===== config.mk =====
export PLATFORM = sky130hd
export DESIGN_NAME = uart_rx_byte
export DESIGN_NICKNAME = d
export VERILOG_FILES = /design/src/rtl/uart_pkg.sv /design/src/rtl/sync_2ff.sv /design/src/rtl/uart_rx_byte.sv
export SDC_FILE = /design/constraint.sdc
export NUM_CORES = 1
export LEC_CHECK = 0
export ABC_AREA = 1
export ABC_CLOCK_PERIOD_IN_PS = 2700
export CAP_MARGIN = 20
export CORE_UTILIZATION = 60
export DETAILED_ROUTE_END_ITERATION = 12
export PLACE_DENSITY = 0.85
export SLEW_MARGIN = 15
export SYNTH_ARGS = -nofsm -noshare
export SYNTH_HDL_FRONTEND = slang
export SYNTH_SLANG_ARGS = --single-unit

===== constraint.sdc =====
create_clock -name clk -period 2.7 [get_ports clk]
set_input_delay 0.54 -clock clk [delete_from_list [all_inputs] [get_ports clk]]
set_output_delay 0.54 -clock clk [all_outputs]
set_load 0.02 [all_outputs]

===== src/rtl/uart_pkg.sv =====
// Shared UART definitions: receiver state encoding, frame geometry and
// the bit-period helper used to derive default timing parameters.
package uart_pkg;

    typedef enum logic [2:0] {
        IDLE,
        START,
        DATA,
        STOP,
        BREAK
    } uart_state_e;

    localparam int DATA_BITS = 8;

    function automatic int clks_per_bit(input int clk_hz, input int baud);
        return clk_hz / baud;
    endfunction

endpackage


===== src/rtl/sync_2ff.sv =====
// Two-flop synchronizer for asynchronous level inputs; the reset value is
// chosen per use so an idle line does not look active coming out of reset.
module sync_2ff #(
    parameter int         WIDTH   = 1,
    parameter logic [0:0] RST_VAL = 1'b0
) (
    input  logic             clk,
    input  logic             rst,
    input  logic [WIDTH-1:0] d_i,
    output logic [WIDTH-1:0] q_o
);

    logic [WIDTH-1:0] s1_q;
    logic [WIDTH-1:0] s2_q;

    always_ff @(posedge clk) begin
        if (rst) begin
            s1_q <= {WIDTH{RST_VAL}};
            s2_q <= {WIDTH{RST_VAL}};
        end else begin
            s1_q <= d_i;
            s2_q <= s1_q;
        end
    end

    assign q_o = s2_q;

endmodule


===== src/rtl/uart_rx_byte.sv =====
// 8N1 UART receiver: mid-bit sampling, start glitch rejection, stop-bit
// framing check and overrun detection against the downstream FIFO full flag.
module uart_rx_byte
    import uart_pkg::*;
#(
    parameter int CLK_HZ       = 100_000_000,
    parameter int BAUD         = 115200,
    parameter int CLKS_PER_BIT = clks_per_bit(CLK_HZ, BAUD)
) (
    input  logic                 clk,
    input  logic                 rst,
    input  logic                 rx_i,
    input  logic                 full_i,
    input  logic                 clr_err_i,
    output logic                 wr_en_o,
    output logic [DATA_BITS-1:0] data_o,
    output logic                 frame_err_o,
    output logic                 overrun_o,
    output logic                 busy_o
);

    localparam int                CNT_W    = $clog2(CLKS_PER_BIT);
    localparam logic [CNT_W-1:0]  HALF_M1  = CNT_W'(CLKS_PER_BIT / 2 - 1);
    localparam logic [CNT_W-1:0]  FULL_M1  = CNT_W'(CLKS_PER_BIT - 1);
    localparam logic [2:0]        IDX_LAST = 3'(DATA_BITS - 1);

    logic rx_s;

    sync_2ff #(
        .WIDTH   (1),
        .RST_VAL (1'b1)
    ) u_rx_sync (
        .clk (clk),
        .rst (rst),
        .d_i (rx_i),
        .q_o (rx_s)
    );

    uart_state_e          state_q, state_d;
    logic [CNT_W-1:0]     cnt_q, cnt_d;
    logic [2:0]           idx_q, idx_d;
    logic [DATA_BITS-1:0] shift_q, shift_d;
    logic [DATA_BITS-1:0] data_q, data_d;
    logic                 wr_q, wr_d;
    logic                 ferr_q, ferr_d;
    logic                 ovr_q, ovr_d;
    logic                 busy_q, busy_d;
    logic                 ferr_set;
    logic                 ovr_set;

    always_ff @(posedge clk) begin
        if (rst) begin
            state_q <= IDLE;
            cnt_q   <= '0;
            idx_q   <= '0;
            shift_q <= '0;
            data_q  <= '0;
            wr_q    <= 1'b0;
            ferr_q  <= 1'b0;
            ovr_q   <= 1'b0;
            busy_q  <= 1'b0;
        end else begin
            state_q <= state_d;
            cnt_q   <= cnt_d;
            idx_q   <= idx_d;
            shift_q <= shift_d;
            data_q  <= data_d;
            wr_q    <= wr_d;
            ferr_q  <= ferr_d;
            ovr_q   <= ovr_d;
            busy_q  <= busy_d;
        end
    end

    always_comb begin
        state_d  = state_q;
        cnt_d    = cnt_q + 1'b1;
        idx_d    = idx_q;
        shift_d  = shift_q;
        data_d   = data_q;
        wr_d     = 1'b0;
        ferr_set = 1'b0;
        ovr_set  = 1'b0;

        case (state_q)
            IDLE: begin
                cnt_d = '0;
                if (!rx_s) state_d = START;
            end
            START: begin
                if (cnt_q == HALF_M1) begin
                    cnt_d = '0;
                    idx_d = '0;
                    // A start bit that is high again at mid-bit was only a glitch
                    state_d = rx_s ? IDLE : DATA;
                end
            end
            DATA: begin
                if (cnt_q == FULL_M1) begin
                    cnt_d          = '0;
                    shift_d[idx_q] = rx_s;
                    idx_d          = idx_q + 3'd1;
                    if (idx_q == IDX_LAST) state_d = STOP;
                end
            end
            STOP: begin
                if (cnt_q == FULL_M1) begin
                    cnt_d = '0;
                    if (rx_s) begin
                        state_d = IDLE;
                        if (full_i) begin
                            ovr_set = 1'b1;
                        end else begin
                            data_d = shift_q;
                            wr_d   = 1'b1;
                        end
                    end else begin
                        ferr_set = 1'b1;
                        state_d  = BREAK;
                    end
                end
            end
            BREAK: begin
                cnt_d = '0;
                if (rx_s) state_d = IDLE;
            end
            default: begin
                cnt_d   = '0;
                state_d = IDLE;
            end
        endcase

        // Set takes priority over a simultaneous clear
        ferr_d = ferr_set | (ferr_q & ~clr_err_i);
        ovr_d  = ovr_set  | (ovr_q  & ~clr_err_i);
        busy_d = (state_d != IDLE);
    end

    assign wr_en_o     = wr_q;
    assign data_o      = data_q;
    assign frame_err_o = ferr_q;
    assign overrun_o   = ovr_q;
    assign busy_o      = busy_q;

endmodule

==> flow_summary.yaml, run 1 <==
synthesis:
  synthCells: 245
  post_synth_num_cell_types: 25
  yosysTopAreaCell: "dfxtp_1"
  synth.avg_cell_area_um2: 7.28
  seq_area_frac_synth_pct: 42.7
  ys_ff_latch: 38
  mappedNetlistArea_um2: 1780
  netlist_top_cells_area: "dfxtp_1 (43%), nand2_1 (10%), nor2_1 (9.1%), nand3_1 (7.3%), a21oi_1 (5.9%)"
  synthesized_nets: 254
  synth_top_cell_area_share_pct: 42.7
  yosys_warnings: 0
critical_path:
  required_ns: 2.16
  worstSetupStartpoint: "data_o[1]$_SDFFE_PP0P_"
  crit_type: "reg -> out"
  cp.buffers_inverters: 1
  timing.critical_path.fanout_max: 2
  critical_path.top_delay_family: "buffers and inverters"
  r2r-start: "cnt_q[0]$_SDFF_PP0_"
  worstPathArrival_ns: 1.32
  critical-path-slowest-cell: "clkdlybuf4s50_1"
  cpPeakStageDelay_ns: 0.60
  cp-end-kind: "output port"
  cell_chain_of_the_critical_path: "clkdlybuf4s50_1"
  startpoint_type: "flip-flop"
route:
  route.final.wire_length_um: 3230
  wl_per_cell_um: 10.9
  post-route-drc-count: 0
  drtPass1Iterations: 4
  antenna_violating_nets_post_route: 0
  drt-initial-drc-count: 61
  via_count: 1569
  via_per_inst: 5.32
global_routing:
  grt_max_degree: 28
  first_global_vias: 1304
  groute.usage.overall_pct: 22.7
  grt_antenna_before_repair: 0
  gr-total-overflow: 0
  grt_pass1_wl_um: 5690
floorplan:
  die_w_um: 56.5
  design.die.area_um2: 3190
  die_h_um: 56.5
  rows: 19
  io_pins: 17
  core_region_area_um2: 2780
  initial_utilization_pct: 64.1
run:
  max-cap-violations: 0
layout:
  layout_net_count: 272
  layout-area-overhead-vs-synth_pct: 13.4
  layout-drive-gt1-share_pct: 9.09
  design_area_um2: 2020
  antenna_cells: 0
timing:
  max_clock_freq_mhz: 537
  fin_worst_skew_ns: 0.0132
  final.period_utilization_pct: 69.0
  hold_viol: 0
  final-setup-viol-count: 0
  worst_slew_margin_rel_pct: 75.8
  fin_crit_ns: 1.86
  setup_repair_after_global_routing_missed_its_margin: "no"
  final.setup.worst_slack_ns: 0.838
  worst-slew-pin-transition_ns: 0.361
  timing.final.max_slew_violations: 0
  fin_worst_hold_slack_ns: 0.454
  total_negative_setup_slacks_ns: 0
min_path:
  hp-start: "u_rx_sync.s1_q$_SDFF_PP1_"
  worst_hold_path_type: "reg -> reg"
power_and_ir_drop:
  leakage_nw: 0.788
  p_per_area_nw_per_um2: 483
  peakVddDrop_mv: 0.483
run_status:
  run_status: "completed"
placed_design:
  hpwl_um: 2350
  gpl_wtd_cong: 0.860
  dp_slack_ns: 0.912
  numPortBuffers: 16
  postPlaceCellArea_um2: 1940
clocking:
  cts_max_level: 2
  clk_path_buf_depth: 2
  clk_transition_reported_paths_ns: 0.12
  cts_tree: "yes"
  clock_latency_ns: 0.35
  cts-buffers-inserted: 5
  clock-sinks: 38
  ctsRootBufferMaster: "clkbuf_4"
  postCtsResizedCells: 0
  cts.hold.buffers_added: 0
  postCtsSetupRepairBufs: 0
-- path summary, 6_finish.rpt --
kind / slack [ns] / endpoint / cells past startpoint
hold / removal: 0.45 / u_rx_sync.q_o$_SDFF_PP1_ / 1
setup reg to reg: 1.05 / cnt_q[7]$_SDFF_PP0_ / 6
setup / recovery: 0.84 / data_o[1] / 1
hold reg to reg: 0.45 / u_rx_sync.q_o$_SDFF_PP1_ / 1
-- area by class of cell --
| cell class | count | area, um^2 |
|---|---|---|
| Clock buffer | 5 | 37.5 |
| Clock inverter | 3 | 40.0 |
| Fill cell | 236 | 759 |
| Inverter | 24 | 90.1 |
| Multi-Input combinational cell | 177 | 887 |
| Sequential cell | 38 | 761 |
| Tap cell | 31 | 38.8 |
| Timing Repair Buffer | 17 | 168 |
-- per-layer routing --
layer | GRT usage (%) | part of all wire, % | vias to the layer above
met5 | 0 | 0 | -
met4 | 11.5 | 1.6 | 0
met3 | 4.15 | 6.0 | 5
met2 | 32.3 | 41 | 42
met1 | 32.7 | 51 | 692
li1 | - | - | 830
-- Yosys cell counts, drive strengths merged --
cell type / number
o21ai: 4
nor3: 3
or2: 2
clkinv: 2
nor2: 45
xnor2: 1
a21oi: 21
nand3: 27
ha: 4
nor4: 1
inv: 22
xor2: 5
nand4: 10
buf: 4
clkbuf: 2
dfxtp: 38
nand2: 54
-- power breakdown --
| group | total (mW) | leakage [nW] | switching, mW | internal, mW |
|---|---|---|---|---|
| Sequential | 0.567 | 0.307 | 0.00347 | 0.563 |
| Combinational | 0.0324 | 0.437 | 0.0196 | 0.0128 |
| Clock | 0.378 | 0.0450 | 0.186 | 0.192 |
| Total | 0.977 | 0.788 | 0.209 | 0.768 |
-- layout by cell type (no fill, tap or decap), types with 2 or more instances in the layout --
master           instances
inv_2                    3
inv_1                   19
nand2_1                 49
a21oi_1                 21
nand4_1                 10
nand3_1                 26
or2_2                    2
clkinv_2                 2
ha_1                     4
clkinv_1                 2
clkdlybuf4s50_1         16
nor3_1                   2
nand2_2                  5
o21ai_0                  3
nor2_1                  43
dfxtp_1                 38
clkbuf_4                 5
xor2_1                   5
-- logic make-up (layout without fill, tap and decap cells) --
group                    count (synthesis)  in the layout  synth area share (%)
adder cells (fa/ha/maj)                  4              4                  2.81
AND/OR/NAND/NOR                        142            142                  36.8
XOR/XNOR                                 6              6                  2.95
flip-flops                              38             38                  42.7
AO/OA/AOI/OAI                           25             25                  7.23
buffers and inverters                   30             49                  7.58
-- sequential cells by signal, summed over array words and instances, names as in the netlist, 3 cells and up --
signal	count
idx_q	3
cnt_q	10
state_q	3
data_o	8
shift_q	8
-- per-stage QoR --
step / util (%) / instances / total power [mW]
6_report: 72.7 / 295 / 0.977
3_3_place_gp: 69.9 / 287 / 0.611
5_1_grt: 72.7 / 295 / 1.01
4_1_cts: 72.7 / 295 / 0.986
3_5_place_dp: 69.9 / 287 / 0.611
2_1_floorplan: - / 245 / 0.599
No activity file was read; power rests on OpenSTA's default activity.
==> run 2, diff against run 1 <==
ABC_CLOCK_PERIOD_IN_PS = 1500   (was 2700)
CORE_UTILIZATION = 50   (was 60)
PLACE_DENSITY = 0.76   (was 0.85)
clock period = 1.5 ns   (was 2.7 ns; I/O delays follow)
==> flow_summary.yaml, run 2 (synthesized netlist as in run 1, its figures left out) <==
layout:
  layout_net_count: 292
  finalNonFillerCells: 329
  antenna_cells: 0
  largest_reg_flops: 10
  layout.cells.most_common: "nand2_1"
  commonest_non_fill_non_tap_cells_in_the_layout: "nand2_1 (49), nor2_1 (41), dfxtp_1 (34), nand3_1 (25), a21oi_1 (21)"
  layout-area-overhead-vs-synth_pct: 22.1
  layout-drive-gt1-share_pct: 18.4
  layout.filler_cells: 326
  top_register: "cnt_q"
global_routing:
  groute.usage.overall_pct: 21.3
  first_global_vias: 1392
  grt_max_degree: 13
  grt_antenna_before_repair: 0
  grt_pass1_wl_um: 5890
  gr-total-overflow: 0
critical_path:
  worstPathArrival_ns: 1.70
  required_ns: 1.76
  crit_type: "reg -> reg"
  cp-end-kind: "flip-flop"
  timing.critical_path.fanout_max: 8
  startpoint_type: "flip-flop"
clocking:
  cts.hold.buffers_added: 0
  cts_max_level: 2
  clock-sinks: 38
  clk_path_buf_depth: 2
  clock_latency_ns: 0.34
  cts_tree: "yes"
  clk_transition_reported_paths_ns: 0.11
  cts-buffers-inserted: 5
  ctsRootBufferMaster: "clkbuf_4"
floorplan:
  design.die.area_um2: 3810
  die_h_um: 61.7
  io_pins: 17
  die_w_um: 61.7
  core_region_area_um2: 3360
  rows: 21
  initial_utilization_pct: 53.0
run:
  max-cap-violations: 0
placed_design:
  dp_slack_ns: -0.000129
  numPortBuffers: 16
  hpwl_um: 2630
  gpl_wtd_cong: 0.827
  number_of_cells_in_the_design_after_placement: 312
timing:
  timing.final.max_slew_violations: 0
  fin_crit_ns: 1.43
  final-setup-viol-count: 0
  hold_viol: 0
  worst-slew-pin-transition_ns: 0.348
  worst_slew_margin_rel_pct: 76.8
  max_clock_freq_mhz: 699
  fin_worst_hold_slack_ns: 0.433
  fin_worst_skew_ns: 0.00873
  setup_repair_after_global_routing_missed_its_margin: "yes"
  final.setup.worst_slack_ns: 0.0689
  final.period_utilization_pct: 95.4
route:
  via_count: 1660
  via_per_inst: 5.05
  route.final.wire_length_um: 3800
  drt-initial-drc-count: 71
  wl_per_cell_um: 11.5
  antenna_violating_nets_post_route: 0
  drtPass1Iterations: 4
  post-route-drc-count: 0
power_and_ir_drop:
  peakVddDrop_mv: 0.423
  p_per_area_nw_per_um2: 729
  fin_total_pwr_mw: 1.59
  leakage_nw: 0.932
run_status:
  run_status: "completed"
min_path:
  worst_hold_path_type: "reg -> reg"
==> run 2: routing by layer <==
metal / wire (um) / global-route usage [%] / share of wire, % / vias to the layer above
li1: - / - / - / 876
met1: 1770 / 26.6 / 47 / 740
met2: 1780 / 35.5 / 47 / 38
met3: 180 / 4.97 / 4.7 / 6
met4: 63 / 8.57 / 1.7 / 0
met5: 0 / 0 / 0 / -
==> run 2: final cells by class <==
class                      count  area [um^2]  share of cell area [%]
inverter                      24         90.1                    4.14
clock inverter                 2         10.0                   0.460
timing repair buffer          35          288                    13.2
clock buffer                   5         37.5                    1.72
multi-input combinational    179          928                    42.6
sequential                    38          766                    35.2
tap                           46         57.6                    2.64
==> run 2: report_power, final <==
part           internal (mW)  switching, mW
Combinational         0.0300         0.0427
Clock                  0.169          0.327
Sequential              1.01        0.00419
Total                   1.21          0.374
==> run 2: what timing repair did <==
item                                    in CTS  in global routing
setup buffers                                2                  6
pin swaps                                    1                  6
resized for setup                           12                 12
cloned                                       0                  2
endpoints found under the setup margin      15                 30
==> run 2: worst paths after layout <==
check | startpoint | end | slack (ns) | cells past startpoint
max | cnt_q[5]$_SDFF_PP0_ | data_o[6]$_SDFFE_PP0P_ | 0.07 | 7
min | u_rx_sync.s1_q$_SDFF_PP1_ | u_rx_sync.q_o$_SDFF_PP1_ | 0.43 | 1
max reg2reg | cnt_q[5]$_SDFF_PP0_ | data_o[6]$_SDFFE_PP0P_ | 0.07 | 7
min reg2reg | u_rx_sync.s1_q$_SDFF_PP1_ | u_rx_sync.q_o$_SDFF_PP1_ | 0.43 | 1
==> run 2: critical path, cell delays in order (launching register included) <==
cell,delay (ns)
dfxtp_2,0.38
nand2_1,0.07
nor2_1,0.14
nand2_2,0.15
nor2_8,0.18
buf_4,0.17
nand4_1,0.08
a21oi_1,0.18
==> run 2: through the flow <==
stage | cell area, um^2 | TNS [ns] | util (%)
2_1_floorplan | 1780 | 0 | -
3_3_place_gp | 2040 | 0 | 60.6
3_5_place_dp | 2040 | -0.000129 | 60.6
4_1_cts | 2090 | 0 | 62.0
5_1_grt | 2180 | -0.0277 | 64.7
6_report | 2180 | 0 | 64.7
